==> config.mk <==
export PLATFORM = sky130hd
export DESIGN_NAME = flag_unit_flat
export DESIGN_NICKNAME = d
export VERILOG_FILES = /design/src/rtl/flag_unit_if.sv /design/src/rtl/flag_unit.sv /design/src/flat_wrapper.sv
export SDC_FILE = /design/constraint.sdc
export NUM_CORES = 1
export LEC_CHECK = 0
export ABC_AREA = 1
export CAP_MARGIN = 25
export CORE_UTILIZATION = 35
export DETAILED_ROUTE_END_ITERATION = 6
export HOLD_SLACK_MARGIN = 0.1
export MAX_ROUTING_LAYER = met4
export PLACE_DENSITY = 0.71
export REMOVE_ABC_BUFFERS = 1
export SLEW_MARGIN = 10
export SYNTH_ARGS = -nofsm -noshare
export SYNTH_HDL_FRONTEND = slang
export SYNTH_SLANG_ARGS = --single-unit
==> constraint.sdc <==
create_clock -name clk -period 0.9 [get_ports clk]
set_input_delay 0.18 -clock clk [delete_from_list [all_inputs] [get_ports clk]]
set_output_delay 0.18 -clock clk [all_outputs]
set_load 0.005 [all_outputs]
==> src/rtl/flag_unit_if.sv <==
// Bundle for flag_unit: flag capture, condition request and branch-decision handshakes.
// The master modport drives requests and consumes decisions; the slave modport is the flag unit.
interface flag_unit_if;
  logic       setFlags;
  logic [3:0] aluFlags;
  logic       condValid;
  logic [3:0] cond;
  logic       condReady;
  logic       takenValid;
  logic       taken;
  logic       takenReady;
  logic [3:0] flags;

  modport master (
    output setFlags, aluFlags, condValid, cond, takenReady,
    input  condReady, takenValid, taken, flags
  );

  modport slave (
    input  setFlags, aluFlags, condValid, cond, takenReady,
    output condReady, takenValid, taken, flags
  );
endinterface

==> src/rtl/flag_unit.sv <==
// ARM-style {N,Z,C,V} flag register with a one-entry condition-evaluation buffer.
// Optional macro FLAG_BYPASS_EN: evaluate same-cycle requests against aluFlags instead of stalling.
module flag_unit #(
  parameter logic [3:0] RESET_FLAGS = 4'b0000,
  parameter int         Delay       = 50
) (
  input logic        clk,
  input logic        reset,
  flag_unit_if.slave bus
);

  typedef enum logic {
    EMPTY = 1'b0,
    FULL  = 1'b1
  } bufStateT;

  // Delay is a back-annotation value for gate-level timing; RTL carries no delays.
  if (Delay < 0) begin : gDelayCheck
    $error("flag_unit: Delay must be non-negative");
  end

  bufStateT   state;
  bufStateT   stateNext;
  logic [3:0] flagsQ;
  logic       takenQ;
  logic       active;
  logic [3:0] evalFlags;
  logic       hazard;
  logic       condResult;
  logic       condReadyC;
  logic       accept;

  function automatic logic evalCond(input logic [3:0] c, input logic [3:0] f);
    logic n, z, cy, v;
    n  = f[3];
    z  = f[2];
    cy = f[1];
    v  = f[0];
    case (c)
      4'd0:    evalCond = z;
      4'd1:    evalCond = !z;
      4'd2:    evalCond = cy;
      4'd3:    evalCond = !cy;
      4'd4:    evalCond = n;
      4'd5:    evalCond = !n;
      4'd6:    evalCond = v;
      4'd7:    evalCond = !v;
      4'd8:    evalCond = cy & !z;
      4'd9:    evalCond = !cy | z;
      4'd10:   evalCond = (n == v);
      4'd11:   evalCond = (n != v);
      4'd12:   evalCond = !z & (n == v);
      4'd13:   evalCond = z | (n != v);
      default: evalCond = 1'b1;
    endcase
  endfunction

`ifdef FLAG_BYPASS_EN
  // Forward the incoming flags so a same-cycle request sees them without a stall.
  assign evalFlags = bus.setFlags ? bus.aluFlags : flagsQ;
  assign hazard    = 1'b0;
`else
  // The register is not updated yet, so hold the request off for one cycle.
  assign evalFlags = flagsQ;
  assign hazard    = bus.setFlags & bus.condValid;
`endif

  assign condResult = evalCond(bus.cond, evalFlags);

  always_comb begin
    // NOTE: every output of this block gets a default first, so no path leaves one unassigned and no latch is inferred.
    condReadyC = 1'b0;
    stateNext  = state;
    if (active) begin
      condReadyC = ((state == EMPTY) ? 1'b1 : bus.takenReady) & !hazard;
    end
    accept = bus.condValid & condReadyC;
    case (state)
      EMPTY:   if (accept) stateNext = FULL;
      FULL:    if (!accept && bus.takenReady) stateNext = EMPTY;
      default: stateNext = EMPTY;
    endcase
  end

  // active stays low through reset so condReady is 0 until the first edge after release.
  always_ff @(posedge clk or negedge reset) begin
    if (!reset) begin
      state  <= EMPTY;
      flagsQ <= RESET_FLAGS;
      takenQ <= 1'b0;
      active <= 1'b0;
    end else begin
      // NOTE: state registers use non-blocking assignment so every flop samples pre-edge values.
      state  <= stateNext;
      active <= 1'b1;
      if (bus.setFlags) flagsQ <= bus.aluFlags;
      if (accept) takenQ <= condResult;
    end
  end

  assign bus.condReady  = condReadyC;
  assign bus.takenValid = (state == FULL);
  assign bus.taken      = takenQ;
  assign bus.flags      = flagsQ;

endmodule
==> src/flat_wrapper.sv <==
// flat-port wrapper written by rule: the top's interface ports become plain ports
module flag_unit_flat 
#(
  parameter logic [3:0] RESET_FLAGS = 4'b0000,
  parameter int         Delay       = 50
)
  (clk, reset, bus_setFlags, bus_aluFlags, bus_condValid, bus_cond, bus_takenReady, bus_condReady, bus_takenValid, bus_taken, bus_flags);
  flag_unit_if bus_i ();
  input logic clk;
  input logic reset;
  input wire logic [$bits(bus_i.setFlags)-1:0] bus_setFlags;
  input wire logic [$bits(bus_i.aluFlags)-1:0] bus_aluFlags;
  input wire logic [$bits(bus_i.condValid)-1:0] bus_condValid;
  input wire logic [$bits(bus_i.cond)-1:0] bus_cond;
  input wire logic [$bits(bus_i.takenReady)-1:0] bus_takenReady;
  output wire logic [$bits(bus_i.condReady)-1:0] bus_condReady;
  output wire logic [$bits(bus_i.takenValid)-1:0] bus_takenValid;
  output wire logic [$bits(bus_i.taken)-1:0] bus_taken;
  output wire logic [$bits(bus_i.flags)-1:0] bus_flags;
  assign bus_i.setFlags = bus_setFlags;
  assign bus_i.aluFlags = bus_aluFlags;
  assign bus_i.condValid = bus_condValid;
  assign bus_i.cond = bus_cond;
  assign bus_i.takenReady = bus_takenReady;
  assign bus_condReady = bus_i.condReady;
  assign bus_takenValid = bus_i.takenValid;
  assign bus_taken = bus_i.taken;
  assign bus_flags = bus_i.flags;
  flag_unit #(.RESET_FLAGS(RESET_FLAGS), .Delay(Delay)) u_core (.clk(clk), .reset(reset), .bus(bus_i));
endmodule
==> results_dict.tcl <==
set metrics [dict create \
    die-height_um 38.22 \
    hold_slack_ns 0.1899 \
    final_nets 123 \
    grt_pass1_vias 410 \
    dpl.cell_count 109 \
    cts_buffers 3 \
    synth_area_per_cell_um2 6.290 \
    num_io_pins 20 \
    seq_area_frac_synth_pct 38.15 \
    ant_nets 0 \
    grt_pass1_wl_um 1697 \
    fmaxAchievable_ghz 0.8634 \
    nFillCells 99 \
    first_pass_iters 4 \
    yosysTopAreaCell "dfrtp_1" \
    criticalPathCategory "reg -> out" \
    cts_buffer_depth 2 \
    required_ns 0.72 \
    final_common_cell "nand2_1" \
    io_buffers 19 \
    max-cap-violations 0 \
    synth_area_um2 459.2 \
    worstSetupStartpointType "register" \
    grt_setup_unrepaired "yes" \
    num_vias 563 \
    cpMostUsedCell "buf_6" \
    worstPathArrival_ns 0.98 \
    total_power_uw 999.3 \
    clock_sinks 7 \
    fp.dieArea_um2 1461 \
    hold_violations 0 \
    clkTransAtPathRegs_ns 0.05 \
    drt-vias-per-instance 4.577 \
    reg2reg_slack_ns -0.22 \
    mostFrequentLayoutCells "nand2_1 (24), clkdlybuf4s50_1 (10), inv_1 (9), buf_4 (9)" \
    antenna_found_initial 0 \
    yosys_warnings 0 \
    ys_top_cells_by_area "dfrtp_1 (38%), nand2_1 (22%), inv_1 (9.0%)" \
    synth.distinct_cells 14 \
    drive_above_1_share_pct 31.19 \
    gp_congestion 0.7495 \
    drv_slew 0 \
    cpPeakStageDelay_ns 0.39 \
    grt_max_degree 9 \
    core_um2 1156 \
    track_usage_pct 17.92 \
    placed_cell_area_um2 689.4 \
    htree_levels 1 \
    rows 12 \
    tritoncts "built" \
    fin_area_um2 802.0 \
    reg2reg_depth 9 \
    ff_latch_area_um2 175.2 \
    cts_hold_buf 0 \
    fin_crit_sh_pct 128.7 \
    routed_wl_um 1105 \
    pwr_density_cell_nw_per_um2 1246 \
    dpl.hpwl_um 779 \
    fin_cells 123 \
    skew_ns 0.004765 \
    finalSetupViolCount 8 \
    crit_path_end_kind "primary output" \
    slowest_stage "dfrtp_1" \
    min_period_ns 1.158 \
    ir_drop_mv 0.7924 \
    cts-root-buf "clkbuf_4" \
    start_util_pct 39.72 \
    crit_start "u_core.bus.flags[3]" \
    drc 0 \
    fp.dieW_um 38.22 \
    regToRegEndpoint "u_core.bus.taken" \
    failed_checks "setup timing" \
    synth-seq-cells 7 \
    hp-class "in -> async" \
    path_cells "buf_4, buf_6, buf_6" \
    wl_per_cell_um 8.984 \
    layout_setup_ws_ns -0.2582 \
    clock_latency_ns 0.25 \
    leakage_nw 0.4490 \
    first_iter_violations 12 \
    num_antenna_cells 0 \
    r2r_start "u_core.bus.flags[0]" \
    cp_max_fo 2 \
    status "finished with violations" \
    post-route-util_pct 69.37 \
    synth_top_area_share_pct 38.15 \
    overflow 0 \
    area_growth_pct 74.66 \
    synth_cells 73 \
    multi_input_area_um2 242.7 \
]
-- cells by family after synthesis --
kind of cell           after synthesis  synth area share [%]
and+or+nand+nor                     44                 40.06
DFF                                  7                 38.15
other                                1                0.8167
buffers and inverters               13                 11.44
AOI/OAI and AO/OA                    8                 9.536
-- through the flow --
step	setup TNS [ns]	setup WS, ns
floorplan	-0.09892	-0.09892
global placement	-2.847	-0.7159
detailed placement	-2.937	-0.7115
CTS	-1.087	-0.2719
global route	-1.595	-0.3135
finish	-1.255	-0.2582
-- metal layers --
layer	wire (um)	up-vias	track usage, %	part of all wire, %
met5	0	-	-	0
met4	22	0	13.39	2.0
met3	68	4	3.488	6.2
met2	492	18	23.73	45
met1	521	243	23.97	47
li1	-	298	-	-
-- flip-flops by register name (all words and copies together) (netlist names) --
| signal | cells |
|---|---|
| u_core.bus.flags | 4 |
| u_core.active | 1 |
| u_core.bus.taken | 1 |
| u_core.bus.takenValid | 1 |
-- power breakdown --
part,switching [mW],total [mW],internal [mW],leakage (nW)
Combinational,0.149,0.347,0.198,0.350
Clock,0.116,0.285,0.169,0.0150
Sequential,0.0195,0.367,0.348,0.0842
-- area by class of cell --
class	count	share of cell area [%]
inverters	12	5.616
multi-input cells	53	30.27
flip-flops and latches	7	21.84
clock buffers	4	3.276
well taps	14	2.184
repair buffers	33	36.82
-- Yosys cell counts --
cell type  number
a21oi_1         3
a21oi_2         1
buf_4           1
conb_1          1
dfrtp_1         7
inv_1          11
inv_2           1
nand2_1        27
nand2_2         1
nand3_1         6
nand3_2         1
nand4_1         1
nor2_1          8
o21ai_0         4
-- worst max-delay path by stage --
stage,endpoint
finish,bus_flags[3]
detailed placement,bus_condReady
global placement,bus_condReady
global route,bus_condReady
floorplan,u_core.bus.taken
CTS,bus_condReady
-- critical path, delay by kind of cell (launching register included) --
family	cells	cell delay [ns]
buf+inv	3	0.34
flops	1	0.39
-- what timing repair did --
| item | 4_1_cts | 5_1_grt |
|---|---|---|
| setup endpoints to repair | 9 | 10 |
| resized for setup | 41 | 4 |
| pin swaps | 4 | 4 |
| setup buffers | 8 | 2 |
No activity file was read; power rests on OpenSTA's default activity.
